**src/rtl/dm_port_arbiter.sv**
```systemverilog
// rtl/dm_port_arbiter.sv - two-master round-robin arbiter for the data-memory port
//
// Grants one of two masters (m0 = CPU data side, m1 = auxiliary master) access
// to a single data-memory port each cycle. Out-of-range accesses are acked but
// suppressed and flagged on err / err_sticky. Read data returns registered,
// one cycle after the ack.
//
// Ports:
//   clk, reset                 clock, synchronous active-high reset
//   mX_req/addr/wdata/byteen   request from master X (byteen == 0 means read)
//   mX_ack                     access performed this cycle
//   mX_rdata/mX_rvalid         registered read data, valid pulse one cycle after ack
//   m0_stall                   m0_req & ~m0_ack
//   mem_addr/wdata/byteen      word-aligned port to the memory array
//   mem_rdata                  combinational read data for mem_addr
//   err, err_sticky            out-of-range pulse and its reset-only-cleared flag
module dm_port_arbiter #(
   parameter int DEPTH = 4096
) (
   input  logic        clk,
   input  logic        reset,
   input  logic        m0_req,
   input  logic [31:0] m0_addr,
   input  logic [31:0] m0_wdata,
   input  logic [3:0]  m0_byteen,
   output logic        m0_ack,
   output logic [31:0] m0_rdata,
   output logic        m0_rvalid,
   output logic        m0_stall,
   input  logic        m1_req,
   input  logic [31:0] m1_addr,
   input  logic [31:0] m1_wdata,
   input  logic [3:0]  m1_byteen,
   output logic        m1_ack,
   output logic [31:0] m1_rdata,
   output logic        m1_rvalid,
   output logic [31:0] mem_addr,
   output logic [31:0] mem_wdata,
   output logic [3:0]  mem_byteen,
   input  logic [31:0] mem_rdata,
   output logic        err,
   output logic        err_sticky
);

   localparam logic [31:0] DEPTH_W = 32'(DEPTH);

   logic        last_gnt;
   logic        gnt_any;
   logic        gnt_idx;
   logic [31:0] sel_addr;
   logic [31:0] sel_wdata;
   logic [3:0]  sel_byteen;
   logic        in_range;
   logic        sel_read;
   logic [31:0] rd_data;

   always_comb begin
      // No grant while reset is high, so nothing acked in that cycle is performed.
      gnt_any    = ~reset & (m0_req | m1_req);
      // Under contention the master not granted last time wins.
      gnt_idx    = (m0_req & m1_req) ? ~last_gnt : m1_req;
      sel_addr   = gnt_idx ? m1_addr   : m0_addr;
      sel_wdata  = gnt_idx ? m1_wdata  : m0_wdata;
      sel_byteen = gnt_idx ? m1_byteen : m0_byteen;
      in_range   = {2'b00, sel_addr[31:2]} < DEPTH_W;
      sel_read   = (sel_byteen == 4'b0000);
      rd_data    = in_range ? mem_rdata : 32'h0;

      m0_ack     = gnt_any & ~gnt_idx;
      m1_ack     = gnt_any &  gnt_idx;
      m0_stall   = m0_req & ~m0_ack;
      mem_addr   = gnt_any ? {sel_addr[31:2], 2'b00} : 32'h0;
      mem_wdata  = gnt_any ? sel_wdata : 32'h0;
      mem_byteen = (gnt_any & in_range) ? sel_byteen : 4'b0000;
      err        = gnt_any & ~in_range;
   end

   always_ff @(posedge clk) begin
      if (reset) begin
         last_gnt   <= 1'b1;
         m0_rdata   <= 32'h0;
         m0_rvalid  <= 1'b0;
         m1_rdata   <= 32'h0;
         m1_rvalid  <= 1'b0;
         err_sticky <= 1'b0;
      end else begin
         if (gnt_any) begin
            last_gnt <= gnt_idx;
         end
         // rvalid pulses only for a granted read; rdata holds otherwise.
         m0_rvalid <= m0_ack & sel_read;
         m1_rvalid <= m1_ack & sel_read;
         if (m0_ack && sel_read) begin
            m0_rdata <= rd_data;
         end
         if (m1_ack && sel_read) begin
            m1_rdata <= rd_data;
         end
         if (err) begin
            err_sticky <= 1'b1;
         end
      end
   end

endmodule

```
**config.mk**
```make
export PLATFORM = sky130hd
export DESIGN_NAME = dm_port_arbiter
export DESIGN_NICKNAME = d
export VERILOG_FILES = /design/src/rtl/dm_port_arbiter.sv
export SDC_FILE = /design/constraint.sdc
export NUM_CORES = 1
export LEC_CHECK = 0
export ABC_AREA = 1
export CAP_MARGIN = 0
export CORE_AREA = 2 2 119 121
export DETAILED_ROUTE_END_ITERATION = 8
export DIE_AREA = 0 0 121 123
export PLACE_DENSITY = 0.73
export REMOVE_ABC_BUFFERS = 1
export SLEW_MARGIN = 5
export SYNTH_ARGS = -nofsm -noshare
export SYNTH_HDL_FRONTEND = slang
export SYNTH_SLANG_ARGS = --single-unit
```
**constraint.sdc**
```tcl
create_clock -name clk -period 1.81 [get_ports clk]
set_input_delay 0.362 -clock clk [delete_from_list [all_inputs] [get_ports clk]]
set_output_delay 0.362 -clock clk [all_outputs]
set_load 0.01 [all_outputs]
```
After elaboration in Yosys (flattened, before gate mapping):

Cells that the tools add are included.

* magnitude comparators: 1
* mux-type cells: 8
* bitwise logic cells: 15
* reductions and logical operators: 3

Operator list (count)
* 32-bit 2-to-1 mux: 5
* 30-bit by 13-bit less-than comparator with 1-bit output, second input constant: 1
* 1-bit bitwise AND: 9
* 4-bit 2-to-1 mux: 2
* 1-bit NOT: 5
* 4-bit logical NOT: 1
* 1-bit logical AND: 2
* 1-bit 2-to-1 mux: 1
* 1-bit bitwise OR: 1

* output and inout port bits: 139
* logic and storage cells: 33
* bits of input ports: 172
* register bits after elaboration: 68

Logic depth before layout (Yosys ltp):

Gate-level depths: netlist of the first run.

* word-level depth: 6
* gate-level depth with buffers: 13
* depth with buffers taken out: 11

Worst setup path before layout of the first run:

Ideal clock, no wire load.

* path kind: input port to output port
* start point: input port m0_req
* end point: output port mem_byteen[0]
* path buffers: 2
* setup slack: -0.176 ns
* cell stages on the path: 11
* data arrival time: 1.624 ns
* data required time: 1.448 ns
* path through: nand2_1 -> nand2_2 -> buf_4 -> nand2_1 -> nand2_1 -> nor2_1 -> nand3_1 -> nor2_4 -> buf_6 -> nand3_4 -> a21oi_2

* longest elaborated chain between the ends: 6
* elaborated cells on any way between the ends: 9
* classes of those cells: order compare (1); mux (4); bitwise (4)

Ends and longest elaborated chain
* start, declared: RTL line 22 `input logic m0_req,`
* 1-bit bitwise AND: RTL line 61 `gnt_idx = (m0_req & m1_req) ? ~last_gnt : m1_req;`
* 1-bit 2-to-1 mux: RTL line 61
* 32-bit 2-to-1 mux: RTL line 62 `sel_addr = gnt_idx ? m1_addr : m0_addr;`
* 30-bit by 13-bit less-than comparator with 1-bit output: RTL line 65 `in_range = {2'b00, sel_addr[31:2]} < DEPTH_W;`
* 1-bit bitwise AND: RTL line 74 `mem_byteen = (gnt_any & in_range) ? sel_byteen : 4'b0000;`
* 4-bit 2-to-1 mux (*): RTL line 74
* end, declared: RTL line 39 `output logic [3:0] mem_byteen,`

Every way passes the cells marked *; elsewhere a longest branch is shown, timed or not.

Worst setup path in the final report of the first run:

* start point: register last_gnt
* end point: output port mem_byteen[2]

* longest elaborated chain between the ends: 6
* elaborated cells on any way between the ends: 7
* classes of those cells: order compare (1); mux (4); bitwise (2)

Ends and longest elaborated chain
* start, declared: RTL line 47 `logic last_gnt;`
* start signal, assigned: RTL line 88 `last_gnt <= gnt_idx;`
* 1-bit NOT (*): RTL line 61
* 1-bit 2-to-1 mux (*): RTL line 61
* 32-bit 2-to-1 mux: RTL line 62
* 30-bit by 13-bit less-than comparator with 1-bit output: RTL line 65
* 1-bit bitwise AND: RTL line 74
* 4-bit 2-to-1 mux (*): RTL line 74

Marked as above.

==> results by group, run 1 <==
STA
  • # setup viols final: 118
  • Setup WS post-layout: -0.531 ns
  • Min cycle time layout: 2.34 ns
  • RSZ-0062 raised after global routing: yes
  • Fin. max-slew vios: 0
  • Min Hold Slack: 0.424 ns
  • Crit share post-route: 129%
  • Maximum clock rate: ~430 MHz
  • Clock skew: 0.00404 ns
  • Max_slew headroom: 52.9%
  • Hold Vio Cnt, Final: 0
  • Measured slew at the worst slew-check pin: 0.706 ns

Clock network
  • Htree depth: 3
  • CTS clk-pin slew, worst paths: approximately 0.05 ns
  • Root Driver: clkbuf_16
  • Clk sinks: 68
  • TritonCTS clock tree: built
  • Clock Latency Late Sink: between 0.3 and 0.4 ns
  • Deepest clock path buffer count: 2
  • CTS buffer count: 9

Die
  • Core area: 0.0136 mm²
  • Die ar.: 0.0149 mm²
  • Site Rows: 43
  • Starting Density: between 20% and 30%
  • Die width: about 120 µm
  • Die H: 123 µm
  • # IOs: 311

Layout
  • Diodes inserted: 0
  • Finished Core Util: 64.0%
  • Net count, final: 1043
  • Fraction of layout cells with a size suffix above 1: 35.4%
  • Layout area overhead: 138%
  • Finished Layout Cells: 1056

Place
  • Inst Count DP: approximately 1000
  • GPL Wtd Cong: ~0.93
  • IO Port Bufs: a little over 300
  • Pre-CTS setup slack: -1.04 ns
  • Post-DP HPWL: ~13000 µm

Global routing
  • Gr usage total: 25.6%
  • Largest net degree at the start of global routing: 66
  • Global-route wire length before repair: 28900 µm
  • Antenna violations before repair: 0
  • Congestion Overflow GR: 0
  • Vias in the first global route: around 5100

Setup path
  • Critical Path AT: 1.98 ns
  • CP Capture Type: output port
  • Crit-path max FO: 10
  • Critical path class: reg -> out
  • Req. time, crit path: 1.45 ns
  • Startpoint Class: flop

Routing
  • Metal3 WL: 1470 µm
  • Routed Antenna Nets: 0
  • DR WL/cell: 19.2 µm
  • WL final: 20300 µm
  • Uppermost layer routed: met4
  • Drt drc: 0
  • Via density: 4.91
  • Drt first pass iters: 5
  • Initial drt markers: roughly 320
  • Via count: 5190
  • M1 WL: 7620 µm
  • Met2 Wirelength: 10400 µm

Synthesis
  • Synthesized area: 0.00366 mm²
  • Yosys warning count: 0
  • Avg Cell Area, Syn: 7.16 µm²
  • Sequential share of the synthesized area: between 30% and 40%
  • Yosys reg bits: 68
  • Post-Synthesis Cells: 511
  • Synth unique cells: 22

Min path
  • Hold Path Class: in -> reg

Outcome
  • Failing checks: setup timing
  • Status: complete, but fails checks

Power and ir drop
  • Leakage power: around 3.6 nW
  • Power per cell area: about 540 mW/mm²
  • VDD IR max: ~0.36 mV

Job
  • Max Cap Viol: 0
[cells in the final DEF, fill, tap and decap left out, drive strengths merged]
cell type,n
clkinvlp,2
buf,151
clkbuf,15
conb,2
dfxtp,68
clkinv,1
nand3,78
o21ai,36
nor2,20
a22o,44
a21oi,51
bufinv,1
clkdlybuf4s15,5
inv,46
nand2,125
clkdlybuf4s50,231
[final cells by class]
type                    instances  area (µm²)
fillers                      1122        4900
repair buffers                391        4020
multi-input cells             356        2610
flip-flops and latches         68        1360
clock buffers                  11         253
well taps                     180         225
inverters                      45         179
clock inverters                 5        58.8
[sequential cells by signal (all words and copies together) (netlist names)]
| register | cells |
|---|---|
| m0_rvalid | 1 |
| m1_rdata | 32 |
| m0_rdata | 32 |
| m1_rvalid | 1 |
| last_gnt | 1 |
| err_sticky | 1 |
[power by group]
group | switching, mW | internal [mW]
sequential | 0.0139 | 1.52
combinational | 0.599 | 0.782
clock | 0.668 | 1.14
[synth_stat cells]
library cell | instances | area (µm²)
a21oi_1 | 47 | 235
a21oi_2 | 4 | 35.0
a22o_1 | 44 | 385
buf_1 | 3 | 11.3
buf_2 | 13 | 65.1
buf_4 | 5 | 37.5
buf_6 | 5 | 56.3
clkbuf_1 | 17 | 63.8
conb_1 | 1 | 3.75
dfxtp_1 | 68 | 1360
inv_1 | 43 | 161
inv_2 | 2 | 7.51
nand2_1 | 124 | 465
nand2_2 | 1 | 6.26
nand3_1 | 59 | 295
nand3_2 | 18 | 180
nand3_4 | 1 | 17.5
nor2_1 | 17 | 63.8
nor2_2 | 1 | 6.26
nor2_4 | 2 | 22.5
o21ai_0 | 2 | 10.0
o21ai_1 | 34 | 170
[kinds of logic (layout without fill, tap and decap cells)]
kind of cell           count (synthesis)  in the layout  share of synthesized area [%]
AO/OA/AOI/OAI                        131            131                           22.8
buffers and inverters                 88            452                           11.0
flip-flops                            68             68                           37.2
other                                  1              2                          0.102
AND/OR/NAND/NOR                      223            223                           28.9
[metal layers]
layer,GRT usage (%),vias to the layer above
met5,0,-
met4,11.8,0
met3,5.81,50
met2,45.5,258
met1,29.1,2426
li1,-,2456
[final timing paths]
check               start             to  slack [ns]  depth (start not counted)
max              last_gnt  mem_byteen[2]       -0.53                         11
min                m0_req       last_gnt        0.42                          5
max reg2reg      last_gnt   m0_rdata[29]       -0.32                         14
min reg2reg  m1_rdata[17]   m1_rdata[17]        0.47                          2
[worst max-delay path: stages, from the launching register on]
cell and delay, ns:
dfxtp_2 0.35, nand2_2 0.07, buf_4 0.18, nand3_1 0.12
nand2_1 0.08, nor2_1 0.13, nand3_1 0.13, nor2_4 0.13
buf_6 0.12, nand3_4 0.09, a21oi_2 0.11, buf_2 0.14
[repair_timing]
item / in CTS / in global routing
pin swaps: 22 / 25
buffers inserted: 35 / 11
hold buffers: 0 / 0
endpoints found under the setup margin: 136 / 134
resized for setup: 412 / 123
cloned: 17 / 3
[per-stage QoR]
step                      cell area [µm²]  total power [mW]  TNS [ns]
after floorplan                      3430              1.91   -322.07
after global placement               7060              2.71    -94.26
after detailed placement             7060              2.72    -96.56
after CTS                            8450              4.68    -42.75
after global routing                 8710              4.90    -46.03
final                                8710              4.73    -34.57
Power figures use the tool's default switching activity.
==> run 2, diff against run 1 <==
--- a/config.mk
+++ b/config.mk
@@ -5,12 +5,11 @@
 export SDC_FILE = /design/constraint.sdc
 export NUM_CORES = 1
 export LEC_CHECK = 0
-export ABC_AREA = 1
 export CAP_MARGIN = 0
-export CORE_AREA = 2 2 119 121
+export CORE_AREA = 2 2 120 122
 export DETAILED_ROUTE_END_ITERATION = 8
-export DIE_AREA = 0 0 121 123
-export PLACE_DENSITY = 0.73
+export DIE_AREA = 0 0 122 124
+export PLACE_DENSITY = 0.67
 export REMOVE_ABC_BUFFERS = 1
 export SLEW_MARGIN = 5
 export SYNTH_ARGS = -nofsm -noshare
==> results by group, run 2 <==
STA
  • Hold Vio Cnt, Final: 0 (unchanged)
  • Min cycle time layout: 2.11 ns (-0.229 ns)
  • Clock skew: 0.00674 ns (+0.00271 ns)
  • Final setup TNS: -20.55 ns (+14.01 ns)
  • RSZ-0062 raised after global routing: yes
  • Setup WS post-layout: -0.303 ns (+0.229 ns)
  • Min Hold Slack: 0.477 ns (+0.0522 ns)
  • Fin. max-slew vios: 0 (unchanged)
  • Maximum clock rate: 473 MHz (+11%)
  • Crit share post-route: 117% (-13 points)
  • # setup viols final: 132 (+12%)

Routing
  • Via density: 4.95 (+0.72%)
  • DR WL/cell: 21.4 µm (+11%)
  • Drt drc: 0 (unchanged)
  • WL final: 18100 µm (-11%)
  • Via count: 4188 (-19%)
  • Drt first pass iters: 4 (-1)
  • Routed Antenna Nets: 0 (unchanged)
  • Initial drt markers: 178 (-44%)

Setup path
  • Cell family with most CP delay: buffers and inverters
  • Worst Path Buf+Inv: 2 (-1)
  • Worst path max stage delay: 0.47 ns (+0.12 ns)
  • Req. time, crit path: 1.45 ns (about the same)
  • CP Capture Type: output port
  • Crit path depth: 6 (-5)
  • Critical Path AT: 1.75 ns (-0.23 ns)
  • Reg-to-reg slack, setup: -0.17 ns (+0.15 ns)
  • Critical path class: in -> out
  • Worst R2R Path Depth: 10 (-4)
  • Crit-path cells: clkdlybuf4s50_1 -> nor4_4 -> nand2_2 -> a2bb2oi_4 -> nor3_2 -> buf_2
  • Worst path slowest cell: clkdlybuf4s50_1
  • Crit-path max FO: 4 (-6)
  • Startpoint Class: input port

Power and ir drop
  • VDD IR max: 0.454 mV (+27%)
  • Leakage power: 3.34 nW (-6.4%)
  • Power per cell area: 600 mW/mm² (+10%)
  • Overall power: 4.64 mW (-1.9%)

Clock network
  • CTS buffer count: 9 (unchanged)
  • CTS clk-pin slew, worst paths: 0.05 ns (about the same)
  • Clk sinks: 68 (unchanged)
  • TritonCTS clock tree: built
  • Htree depth: 3 (unchanged)
  • Deepest clock path buffer count: 2 (unchanged)
  • Root Driver: clkbuf_16
  • Clock Latency Late Sink: 0.33 ns (about the same)
  • Hold_buf cts: 0 (unchanged)

Synthesis
  • Count leader, synth: a22o_1
  • Synth unique cells: 34 (+55%)
  • Avg Cell Area, Syn: 9.95 µm² (+39%)
  • Synthesized area: 0.00306 mm² (-16%)
  • Post-synth EDFFs: 0 (unchanged)
  • Leading post-synthesis cells by cell area: dfxtp_1 (44%), a22o_1 (23%), a22o_2 (9.5%)
  • Yosys warning count: 0 (unchanged)
  • Yosys top cell area share: 44.4% (+7.2 points)
  • Post-Synthesis Cells: 308 (-40%)
  • Asr flop ratio synth: 0% (unchanged)
  • Main synth FF type: dfxtp_1
  • Yosys reg bits: 68 (unchanged)
  • Commonest cells post-synth: a22o_1 (79), dfxtp_1 (68), nand2_1 (39)
  • Sequential share of the synthesized area: 44.4% (+7.2 points)
  • Leading area contributor after synthesis: dfxtp_1

Die
  • # IOs: 311 (unchanged)
  • Site Rows: 43 (unchanged)
  • Core area: 0.0137 mm² (+0.79%)
  • Starting Density: 22.3% (-4.6 points)
  • Die width: 122 µm (+0.83%)
  • Die H: 124 µm (+0.81%)
  • Die ar.: 0.0151 mm² (+1.6%)

Global routing
  • Vias in the first global route: 4204 (-18%)
  • Congestion Overflow GR: 0 (unchanged)
  • Global-route wire length before repair: 24500 µm (-15%)
  • Largest net degree at the start of global routing: 25 (-62%)
  • Gr usage total: 21.5% (-4.1 points)
  • Antenna violations before repair: 1 (+1)

Place
  • DP Area: 0.00652 mm² (-7.7%)
  • Post-DP HPWL: 12300 µm (-7.4%)
  • IO Port Bufs: 304 (unchanged)
  • GPL Wtd Cong: 0.881 (-5.7%)

Job
  • Max Cap Viol: 0 (unchanged)

Outcome
  • Status: complete, but fails checks
  • Failing checks: setup timing

Layout
  • Fraction of layout cells with a size suffix above 1: 37.3% (+1.9 points)
  • Layout area overhead: 152%
  • Finished Core Util: 56.4% (-7.6 points)
  • Design Area, Final: 0.00774 mm² (-11%)
  • Most common cell after layout, fill and taps aside: clkdlybuf4s50_1
  • Fillers: 1186 (+5.7%)
  • Net count, final: 832 (-20%)
  • Most frequent cells in the layout: clkdlybuf4s50_1 (198), a22o_1 (78), dfxtp_1 (67), buf_2 (46), buf_6 (44)
  • Top Registers: m0_rdata x32, m1_rdata x32

Min path
  • Min-Delay Path Depth: 1 (-4)
  • Hold Path Class: reg -> reg
-- run 2: cell types whose count changed in the layout (fill, tap and decap cells not counted), sizes merged, moves of 14 or more --
cell	previous run	this run
nand2	125	39
nand3	78	0
a22o	44	108
inv	46	1
o21ai	36	1
a21oi	51	18
clkdlybuf4s50	231	198
buf	151	132
dlygate4sd2	0	14
nor2	20	6
-- run 2: stage by stage --
step           setup slack, ns  cells
6_report                -0.303    846
5_1_grt                 -0.351    845
4_1_cts                 -0.267    832
3_5_place_dp             -1.11    793
3_3_place_gp             -1.01    793
2_1_floorplan            -1.18    278
-- run 2: final cells by class --
class                   count  area [µm²]  share of cell area [%]
clock inverters             5         100                    1.29
diodes                      1        2.50                  0.0323
multi-input cells         209        2030                    26.2
well taps                 180         225                    2.91
inverters                   1        3.75                  0.0485
clock buffers              11         233                    3.01
repair buffers            371        3780                    48.9
flip-flops and latches     68        1370                    17.6
-- run 2: cell families (layout without fill, tap and decap cells) --
family                 count (synthesis)  in the layout  share of synthesized area (%)
AO/OA/AOI/OAI                        135            135                           37.2
flip-flops                            68             68                           44.4
AND/OR/NAND/NOR                       68             68                           11.3
buffers and inverters                 32            388                           5.59
multiplexers                           4              4                           1.31
other                                  1              3                          0.122
-- run 2: worst paths after layout --
check	start	end
hold / removal	m1_rdata[25]	m1_rdata[25]
setup reg to reg	last_gnt	m1_rdata[13]
hold reg to reg	m1_rdata[25]	m1_rdata[25]
setup / recovery	m1_addr[28]	mem_byteen[3]
-- run 2: metal layers --
| metal | routed length, µm | share of wire, % | global-route usage, % | up-vias |
|---|---|---|---|---|
| li1 | - | - | - | 1906 |
| met1 | 6500 | 36 | 23.1 | 2026 |
| met2 | 9500 | 53 | 38.5 | 217 |
| met3 | 1560 | 8.6 | 7.78 | 39 |
| met4 | 529 | 2.9 | 7.83 | 0 |
| met5 | 0 | 0 | 0 | - |
-- run 2: timing repair --
item                                    in CTS  in global routing
endpoints found under the setup margin     134                134
pin swaps                                   38                 55
gates resized for setup                    410                104
setup buffers                               13                 11
cloned                                      10                  7
-- run 2: report_power, final --
part	switching (mW)	internal [mW]
combinational	0.482	0.681
clock	0.630	1.34
sequential	0.00453	1.50
total	1.12	3.52
==> run 3, diff against run 2 <==
--- a/config.mk
+++ b/config.mk
@@ -7,6 +7,7 @@
 export LEC_CHECK = 0
 export CAP_MARGIN = 0
 export CORE_AREA = 2 2 120 122
+export CTS_CLUSTER_DIAMETER = 120
 export DETAILED_ROUTE_END_ITERATION = 8
 export DIE_AREA = 0 0 122 124
 export PLACE_DENSITY = 0.67
==> results of run 3 <==
Same layout as run 2: the final DEF is identical, and so are final timing and power.
